[src/rtl/stoch_norm_decoder.sv]
// Stochastic bitstream to binary count decoder: settle interval, back-to-back windows,
// single-entry valid/ready result register. Define STOCH_NORM_DECODER_BIPOLAR_EN for a signed result.
module stoch_norm_decoder #(
  parameter int WINDOW_LOG2   = 8,
  parameter int SETTLE_CYCLES = 16,
  parameter int SETTLE_WIDTH  = 16
) (
  input  logic                 CLK,
  input  logic                 RST,
  input  logic                 en,
  input  logic                 a,
  output logic                 busy,
  output logic                 y_valid,
  input  logic                 y_ready,
  output logic [WINDOW_LOG2:0] y_count,
  output logic                 overrun
);

  typedef enum logic [1:0] {
    IDLE,
    SETTLE,
    ACCUM
  } state_e;

  localparam logic [WINDOW_LOG2-1:0]  CNT_LAST    = '1;
  localparam logic [SETTLE_WIDTH-1:0] SETTLE_LAST = SETTLE_WIDTH'(SETTLE_CYCLES - 1);
  localparam int                      HALF_INT    = 1 << (WINDOW_LOG2 - 1);
  localparam logic [WINDOW_LOG2:0]    HALF        = HALF_INT[WINDOW_LOG2:0];

  state_e                  state_q, state_d;
  logic [SETTLE_WIDTH-1:0] settle_cnt_q, settle_cnt_d;
  logic [WINDOW_LOG2-1:0]  samp_cnt_q, samp_cnt_d;
  logic [WINDOW_LOG2:0]    acc_q, acc_d;
  logic                    y_valid_q, y_valid_d;
  logic [WINDOW_LOG2:0]    y_count_q, y_count_d;
  logic                    overrun_q, overrun_d;

  logic                    complete;
  logic [WINDOW_LOG2:0]    result;
  logic [WINDOW_LOG2:0]    load_value;

  assign result = acc_q + {{WINDOW_LOG2{1'b0}}, a};

`ifdef STOCH_NORM_DECODER_BIPOLAR_EN
  assign load_value = result - HALF;
`else
  assign load_value = result;
`endif

  // NOTE: every variable gets its hold value first so no path through the case infers a latch.
  always_comb begin
    state_d      = state_q;
    settle_cnt_d = settle_cnt_q;
    samp_cnt_d   = samp_cnt_q;
    acc_d        = acc_q;
    complete     = 1'b0;

    case (state_q)
      IDLE: begin
        if (en) begin
          state_d      = (SETTLE_CYCLES > 0) ? SETTLE : ACCUM;
          settle_cnt_d = '0;
        end
      end
      SETTLE: begin
        if (!en) begin
          state_d      = IDLE;
          settle_cnt_d = '0;
        end else if (settle_cnt_q == SETTLE_LAST) begin
          state_d      = ACCUM;
          settle_cnt_d = '0;
        end else begin
          settle_cnt_d = settle_cnt_q + SETTLE_WIDTH'(1);
        end
      end
      ACCUM: begin
        if (!en) begin
          state_d    = IDLE;
          acc_d      = '0;
          samp_cnt_d = '0;
        end else if (samp_cnt_q == CNT_LAST) begin
          complete   = 1'b1;
          acc_d      = '0;
          samp_cnt_d = '0;
        end else begin
          acc_d      = result;
          samp_cnt_d = samp_cnt_q + WINDOW_LOG2'(1);
        end
      end
      default: state_d = IDLE;
    endcase
  end

  // Completion and consume in the same cycle refill the register without a bubble.
  always_comb begin
    y_valid_d = y_valid_q;
    y_count_d = y_count_q;
    overrun_d = 1'b0;

    if (complete) begin
      if (!y_valid_q || y_ready) begin
        y_valid_d = 1'b1;
        y_count_d = load_value;
      end else begin
        overrun_d = 1'b1;
      end
    end else if (y_valid_q && y_ready) begin
      y_valid_d = 1'b0;
    end
  end

  // NOTE: non-blocking assignments so every register samples the pre-edge value of the others.
  always_ff @(posedge CLK) begin
    if (RST) begin
      state_q      <= IDLE;
      settle_cnt_q <= '0;
      samp_cnt_q   <= '0;
      acc_q        <= '0;
      y_valid_q    <= 1'b0;
      y_count_q    <= '0;
      overrun_q    <= 1'b0;
    end else begin
      state_q      <= state_d;
      settle_cnt_q <= settle_cnt_d;
      samp_cnt_q   <= samp_cnt_d;
      acc_q        <= acc_d;
      y_valid_q    <= y_valid_d;
      y_count_q    <= y_count_d;
      overrun_q    <= overrun_d;
    end
  end

  assign busy    = (state_q != IDLE);
  assign y_valid = y_valid_q;
  assign y_count = y_count_q;
  assign overrun = overrun_q;

endmodule
[config.mk]
export PLATFORM = sky130hd
export DESIGN_NAME = stoch_norm_decoder
export DESIGN_NICKNAME = d
export VERILOG_FILES = /design/src/rtl/stoch_norm_decoder.sv
export SDC_FILE = /design/constraint.sdc
export NUM_CORES = 1
export LEC_CHECK = 0
export ABC_AREA = 0
export CAP_MARGIN = 10
export CORE_ASPECT_RATIO = 1.5
export CORE_MARGIN = 2
export CORE_UTILIZATION = 35
export CTS_CLUSTER_DIAMETER = 30
export DETAILED_ROUTE_END_ITERATION = 8
export PLACE_DENSITY = 0.5
export SYNTH_ARGS = -nofsm -noshare
export SYNTH_HDL_FRONTEND = slang
export SYNTH_SLANG_ARGS = --single-unit
[constraint.sdc]
create_clock -name CLK -period 5.45 [get_ports CLK]
set_input_delay 0.545 -clock CLK [delete_from_list [all_inputs] [get_ports CLK]]
set_output_delay 0.545 -clock CLK [all_outputs]
set_load 0.03 [all_outputs]
==> results of run 1 <==
-- registers in the layout (all words and copies together), names as in the netlist --
signal and count:
acc_q 9, overrun 1, y_count 9, settle_cnt_q 16, y_valid 1, state_q 2, samp_cnt_q 8
-- metal layers --
metal	wire [microns]	share of wire, %
met5	0	0
met4	82	1.6
met3	128	2.5
met2	2700	52
met1	2280	44
-- final timing paths --
| path | start | endpoint | slack [ns] | cells past startpoint |
|---|---|---|---|---|
| setup / recovery | en | y_count[1] | 2.98 | 6 |
| hold / removal | settle_cnt_q[15] | settle_cnt_q[15] | 0.50 | 2 |
| setup reg to reg | samp_cnt_q[0] | y_count[1] | 3.11 | 6 |
| hold reg to reg | settle_cnt_q[15] | settle_cnt_q[15] | 0.50 | 2 |
-- layout make-up --
type,instances,area (sq um),area share [%]
Multi-Input combinational cell,202,1210,48.0
Clock buffer,6,82.6,3.28
Clock inverter,1,30.0,1.19
Sequential cell,46,921,36.6
Tap cell,74,92.6,3.68
Inverter,4,15.0,0.596
Timing Repair Buffer,17,168,6.66
-- through the flow --
stage / setup slack (ns) / power [mW] / hold slack [ns]
after floorplan: 3.58 / 0.361 / 0.448
after global placement: 2.70 / 0.369 / 0.477
after detailed placement: 2.65 / 0.369 / 0.491
after CTS: 2.98 / 0.634 / 0.508
after global routing: 2.84 / 0.650 / 0.526
final: 2.98 / 0.625 / 0.502
-- cells by family after synthesis --
family | share of synthesized area (%)
compound gates | 21.3
buf+inv | 4.22
xor+xnor | 2.76
flops | 41.4
fa+ha+maj | 2.25
simple gates | 27.2
mux | 0.900
-- cell usage after synthesis, types with 2 or more instances --
cell       n  share of area [%]
dfxtp_1   46                 41
o32ai_1    2               0.79
and3_1     7                2.0
nor3_1     8                1.8
ha_1       4                2.3
nand2b_1   3               0.84
a31oi_1    4                1.1
or2_2      2               0.56
a211oi_1   6                2.0
nor2_1    35                5.9
a21oi_1   18                4.1
inv_1      4               0.68
nor3b_1    5                1.7
o21ai_0   16                3.6
xor2_1     4                1.6
o31ai_1    4                1.4
xnor2_1    3                1.2
o211ai_1   2               0.68
clkbuf_2   2               0.45
o22ai_1    2               0.56
nand3_1   15                3.4
a21o_1     3                1.0
a311oi_1   5                2.0
buf_1      2               0.34
nor2_2     2               0.56
mux2i_1    2               0.90
nand4_1    5                1.4
nand2_1   20                3.4
clkbuf_1   4               0.68
a22oi_1    3                1.0
buf_2      3               0.68
nor4_1     7                2.0
-- critical path, stage by stage --
cell             delay [ns]
clkdlybuf4s50_1        0.63
nand3b_4               0.15
or3_4                  0.42
nor2b_2                0.59
mux2i_1                0.26
nor2_1                 0.05
-- power breakdown --
group          internal, mW  switching (mW)
sequential            0.336         0.00103
combinational       0.00838          0.0147
clock                 0.147           0.117
total                 0.492           0.133
==> out/qor.csv, run 1 <==
metric,value,unit
wl_per_cell,14.8,microns
numCtsBuffers,5,
async_reset_ff_share,0,%
netlist_instances,265,
grt_pass1_wl,8.94,mm
drc,0,
cts_setup_buffers,0,
worst-endpoint-arrival,2.66,ns
area_growth,13.2,%
ys_warn_count,0,
core,6130,sq um
stdcell_count,350,
grt_remaining_overflow,0,
critPathMaxFanout,16,
busiest_layer,met2,
rows,35,
num_vias,1933,
wirelength,5.19,mm
critPathRequiredTime,5.63,ns
yosysSeqAreaShare,41.4,%
finalCritPeriodShare,45.4,%
start_util,36.3,%
cellLeakagePower,0.844,nW
met1_usage,17.8,%
first_global_vias,1905,
cts.repair.resized,0,
synth-seq-cells,46,
met3_usage,2.49,%
ys.flop_type,dfxtp_1,
startpoint_type,input port,
drtIter0Drc,88,
min_path_type,register to register,
clk_pin_slew_worst_paths,0.08,ns
layout_commonest_cell,dfxtp_1,
final_area,2520,sq um
cts_root_buffer,clkbuf_8,
cts_tree,done,
hold_viol_final,0,
fin_tns_setup,0,ns
layout_min_cycle_time,2.47,ns
avgViaCountPerCell,5.52,
ios,17,
maxSlewViolCount,0,
yosys.cell_types.count,49,
drtAntennaViolNets,0,
numPortBuffers,16,
synth_edf_count,0,
die_x,69.1,microns
cts_hold_buf,0,
rsz0062_at_grt,no,
dp_cells,343,
crit_type,input port to register,
cp-end-kind,register,
drive_gt1_share,6.52,%
cts_sinks,46,
worstMarginPinSlew,1.06,ns
synth_area,2220,sq um
antenna_cells,0,
power.density,248,nW/um^2
gp_congestion,0.795,
placed_cell_area,2400,sq um
grt_start_max_net_pins,37,
htree_levels,2,
avgSynthCellArea,8.39,sq um
final_core_util,41.1,%
maxSlewHeadroom,29.3,%
antenna_found_initial,0,
fmax,0.404,GHz
syn-num-nets,274,
fin_skew,0.00909,ns
grtUsageMet2,29.1,%
dieArea,7020,sq um
drt_pre_antenna_iters,4,
nFillCells,669,
clk_path_buf_depth,2,
die_height,102,microns
grt_util_all_layers,15.6,%
nets,285,
final_cell_mix,"46 x dfxtp_1, 35 x nor2_1, 20 x nand2_1",
outcome,"finished, final reports clean",
setup-violations-final,0,
peakVddDrop,0.110,mV
drv_cap,0,
clk-insertion-delay-late,0.30,ns
hpwl,3.63,mm
Power figures use the tool's default switching activity.
==> inputs of run 2 (changes only) <==
--- a/config.mk
+++ b/config.mk
@@ -12,7 +12,7 @@
 export CORE_UTILIZATION = 35
 export CTS_CLUSTER_DIAMETER = 30
 export DETAILED_ROUTE_END_ITERATION = 8
-export PLACE_DENSITY = 0.5
+export PLACE_DENSITY = 0.52
 export SYNTH_ARGS = -nofsm -noshare
 export SYNTH_HDL_FRONTEND = slang
 export SYNTH_SLANG_ARGS = --single-unit
==> constraint.sdc (replaced) <==
create_clock -name CLK -period 2.1 [get_ports CLK]
set_input_delay 0.21 -clock CLK [delete_from_list [all_inputs] [get_ports CLK]]
set_output_delay 0.21 -clock CLK [all_outputs]
set_load 0.03 [all_outputs]
==> run 2 against run 1 <==
Sequential cell count unchanged. First-iteration DRC count fell by 17%. Sequential share of layout area shrank 2.0 points. Clock power grew to 2.5 times the previous value. Die area did not move. Power grew to 2.6 times the previous value. Cell count up 5.4%. Setup slack got worse by 2.8 ns. Wire length rose by 0.52%.
==> out/qor.csv, run 2 (synthesized netlist as in run 1, its figures left out) <==
metric,value,unit,change
num_vias,2013,,+4.1%
die_height,102,microns,unchanged
crit_chain,"ha_1, and3_1, and4_1, nor2_2, buf_4, a21o_1, a22o_1",,
critPathMaxStageDelay,0.41,ns,-0.22 ns
peakVddDrop,0.257,mV,+130%
clk_path_buf_depth,2,,unchanged
maxSlewHeadroom,62.2,%,+33 points
numPortBuffers,16,,unchanged
rows,35,,unchanged
avgViaCountPerCell,5.46,,-1.2%
crit_path_top_delay_cell,dfxtp_1,,
clk-insertion-delay-late,0.30,ns,about the same
grt_pass1_wl,9.05,mm,+1.2%
gp_congestion,0.813,,+2.2%
crit_family,simple AND/OR/NAND/NOR gates,,
nets,303,,+6.3%
fin_tns_setup,0,ns,unchanged
layout_min_cycle_time,1.90,ns,
numCtsBuffers,5,,unchanged
cts.repair.resized,0,,unchanged
setup_slack,0.202,ns,-2.77 ns
htree_levels,2,,unchanged
cts_sinks,46,,unchanged
die_x,69.1,microns,unchanged
cts_setup_buffers,0,,unchanged
drt_pre_antenna_iters,4,,unchanged
hpwl,3.82,mm,+5.1%
cts_hold_buf,0,,unchanged
fin_skew,0.00768,ns,-0.00141 ns
grt_remaining_overflow,0,,unchanged
power.density,603,nW/um^2,+140%
r2r-start,settle_cnt_q[0],,
ios,17,,unchanged
preCtsSetupSlack,0.129,ns,-2.52 ns
worst-path-buf-inv,1,,unchanged
drive_gt1_share,12.5,%,+6.0 points
core,6130,sq um,unchanged
antenna_cells,0,,unchanged
crit_start,settle_cnt_q[0],,
first_global_vias,2022,,+6.1%
worstMarginPinSlew,0.564,ns,-0.494 ns
grt_start_max_net_pins,28,,-24%
worst-endpoint-arrival,2.09,ns,-0.57 ns
area_growth,19.9,%,
wl_met2,2.74,mm,+1.4%
antenna_found_initial,0,,unchanged
wl_per_cell,14.1,microns,-4.7%
cp.depth,7,,+1
r2r_cells,7,,+1
routed.top_layer,met4,,
largest-register,settle_cnt_q,,
startpoint_type,register,,
crit_type,register to register,,
setup-violations-final,0,,unchanged
wirelength,5.22,mm,+0.52%
wl_met3,120,microns,-6.3%
clk_pin_slew_worst_paths,0.09,ns,about the same
fmax,0.527,GHz,
min_from,samp_cnt_q[7],,
min_path_type,register to register,,
critPathRequiredTime,2.29,ns,-3.34 ns
critPathMaxFanout,6,,-10
drtIter0Drc,73,,-17%
nFillCells,634,,-5.2%
outcome,"finished, final reports clean",,
wl_met1,2.30,mm,+1.1%
finalCritPeriodShare,90.4,%,
cellLeakagePower,0.931,nW,+10%
maxSlewViolCount,0,,unchanged
dieArea,7020,sq um,unchanged
worstHoldPathCells,1,,-1
start_util,36.3,%,unchanged
largest_register_ffs,16,,unchanged
rsz0062_at_grt,no,,
cp-end-kind,register,,
drc,0,,unchanged
hold_viol_final,0,,unchanged
cts_root_buffer,clkbuf_8,,
grt_util_all_layers,15.6,%,-0.020 points
drv_cap,0,,unchanged
drtAntennaViolNets,0,,unchanged
layout_commonest_cell,dfxtp_1,,
cts_tree,done,,
final_cell_mix,"46 x dfxtp_1, 35 x nor2_1, 20 x nand2_1",,
## run 2: changes by cell type in the layout (fill, tap and decap cells not counted), sizes merged
cell and delta:
clkbuf -1, buf +18, clkinvlp +2
## run 2: final cells by class
class	count	area (sq um)	area share, %
tap	74	92.6	3.47
clock buffer	5	68.8	2.58
inverter	4	15.0	0.563
multi-input combinational	202	1210	45.3
sequential	46	921	34.5
clock inverter	3	45.0	1.69
timing repair buffer	35	315	11.8
## run 2: metal layers
layer	GRT usage, %	up-vias
met4	4.68	0
li1	-	1031
met3	2.69	4
met2	29.7	29
met1	17.7	949
met5	0	-
## run 2: report_power, final
group	internal [mW]	switching, mW
clock network	0.354	0.309
logic	0.0285	0.0398
registers	0.873	0.00281
total	1.26	0.352
## run 2: worst paths after layout
path	endpoint	slack, ns
hold reg to reg	samp_cnt_q[7]	0.49
setup / recovery	settle_cnt_q[9]	0.20
setup reg to reg	settle_cnt_q[9]	0.20
hold / removal	samp_cnt_q[7]	0.49
## run 2: through the flow
step | instance area (sq um) | power (mW) | hold slack (ns) | util [%] | instances
after floorplan | 2220 | 0.936 | 0.409 | - | 265
after CTS | 2670 | 1.64 | 0.490 | 43.5 | 369
after detailed placement | 2550 | 0.965 | 0.472 | 41.6 | 361
after global placement | 2550 | 0.966 | 0.471 | 41.6 | 361
final | 2670 | 1.61 | 0.490 | 43.5 | 369
after global routing | 2670 | 1.68 | 0.528 | 43.5 | 369
==> inputs of run 3 (changes only) <==
--- a/config.mk
+++ b/config.mk
@@ -10,7 +10,7 @@
 export CORE_ASPECT_RATIO = 1.5
 export CORE_MARGIN = 2
 export CORE_UTILIZATION = 35
-export CTS_CLUSTER_DIAMETER = 30
+export CTS_CLUSTER_DIAMETER = 40
 export DETAILED_ROUTE_END_ITERATION = 8
 export PLACE_DENSITY = 0.52
 export SYNTH_ARGS = -nofsm -noshare
==> results of run 3 <==
Final layout, timing and power as in run 2 (identical DEF).
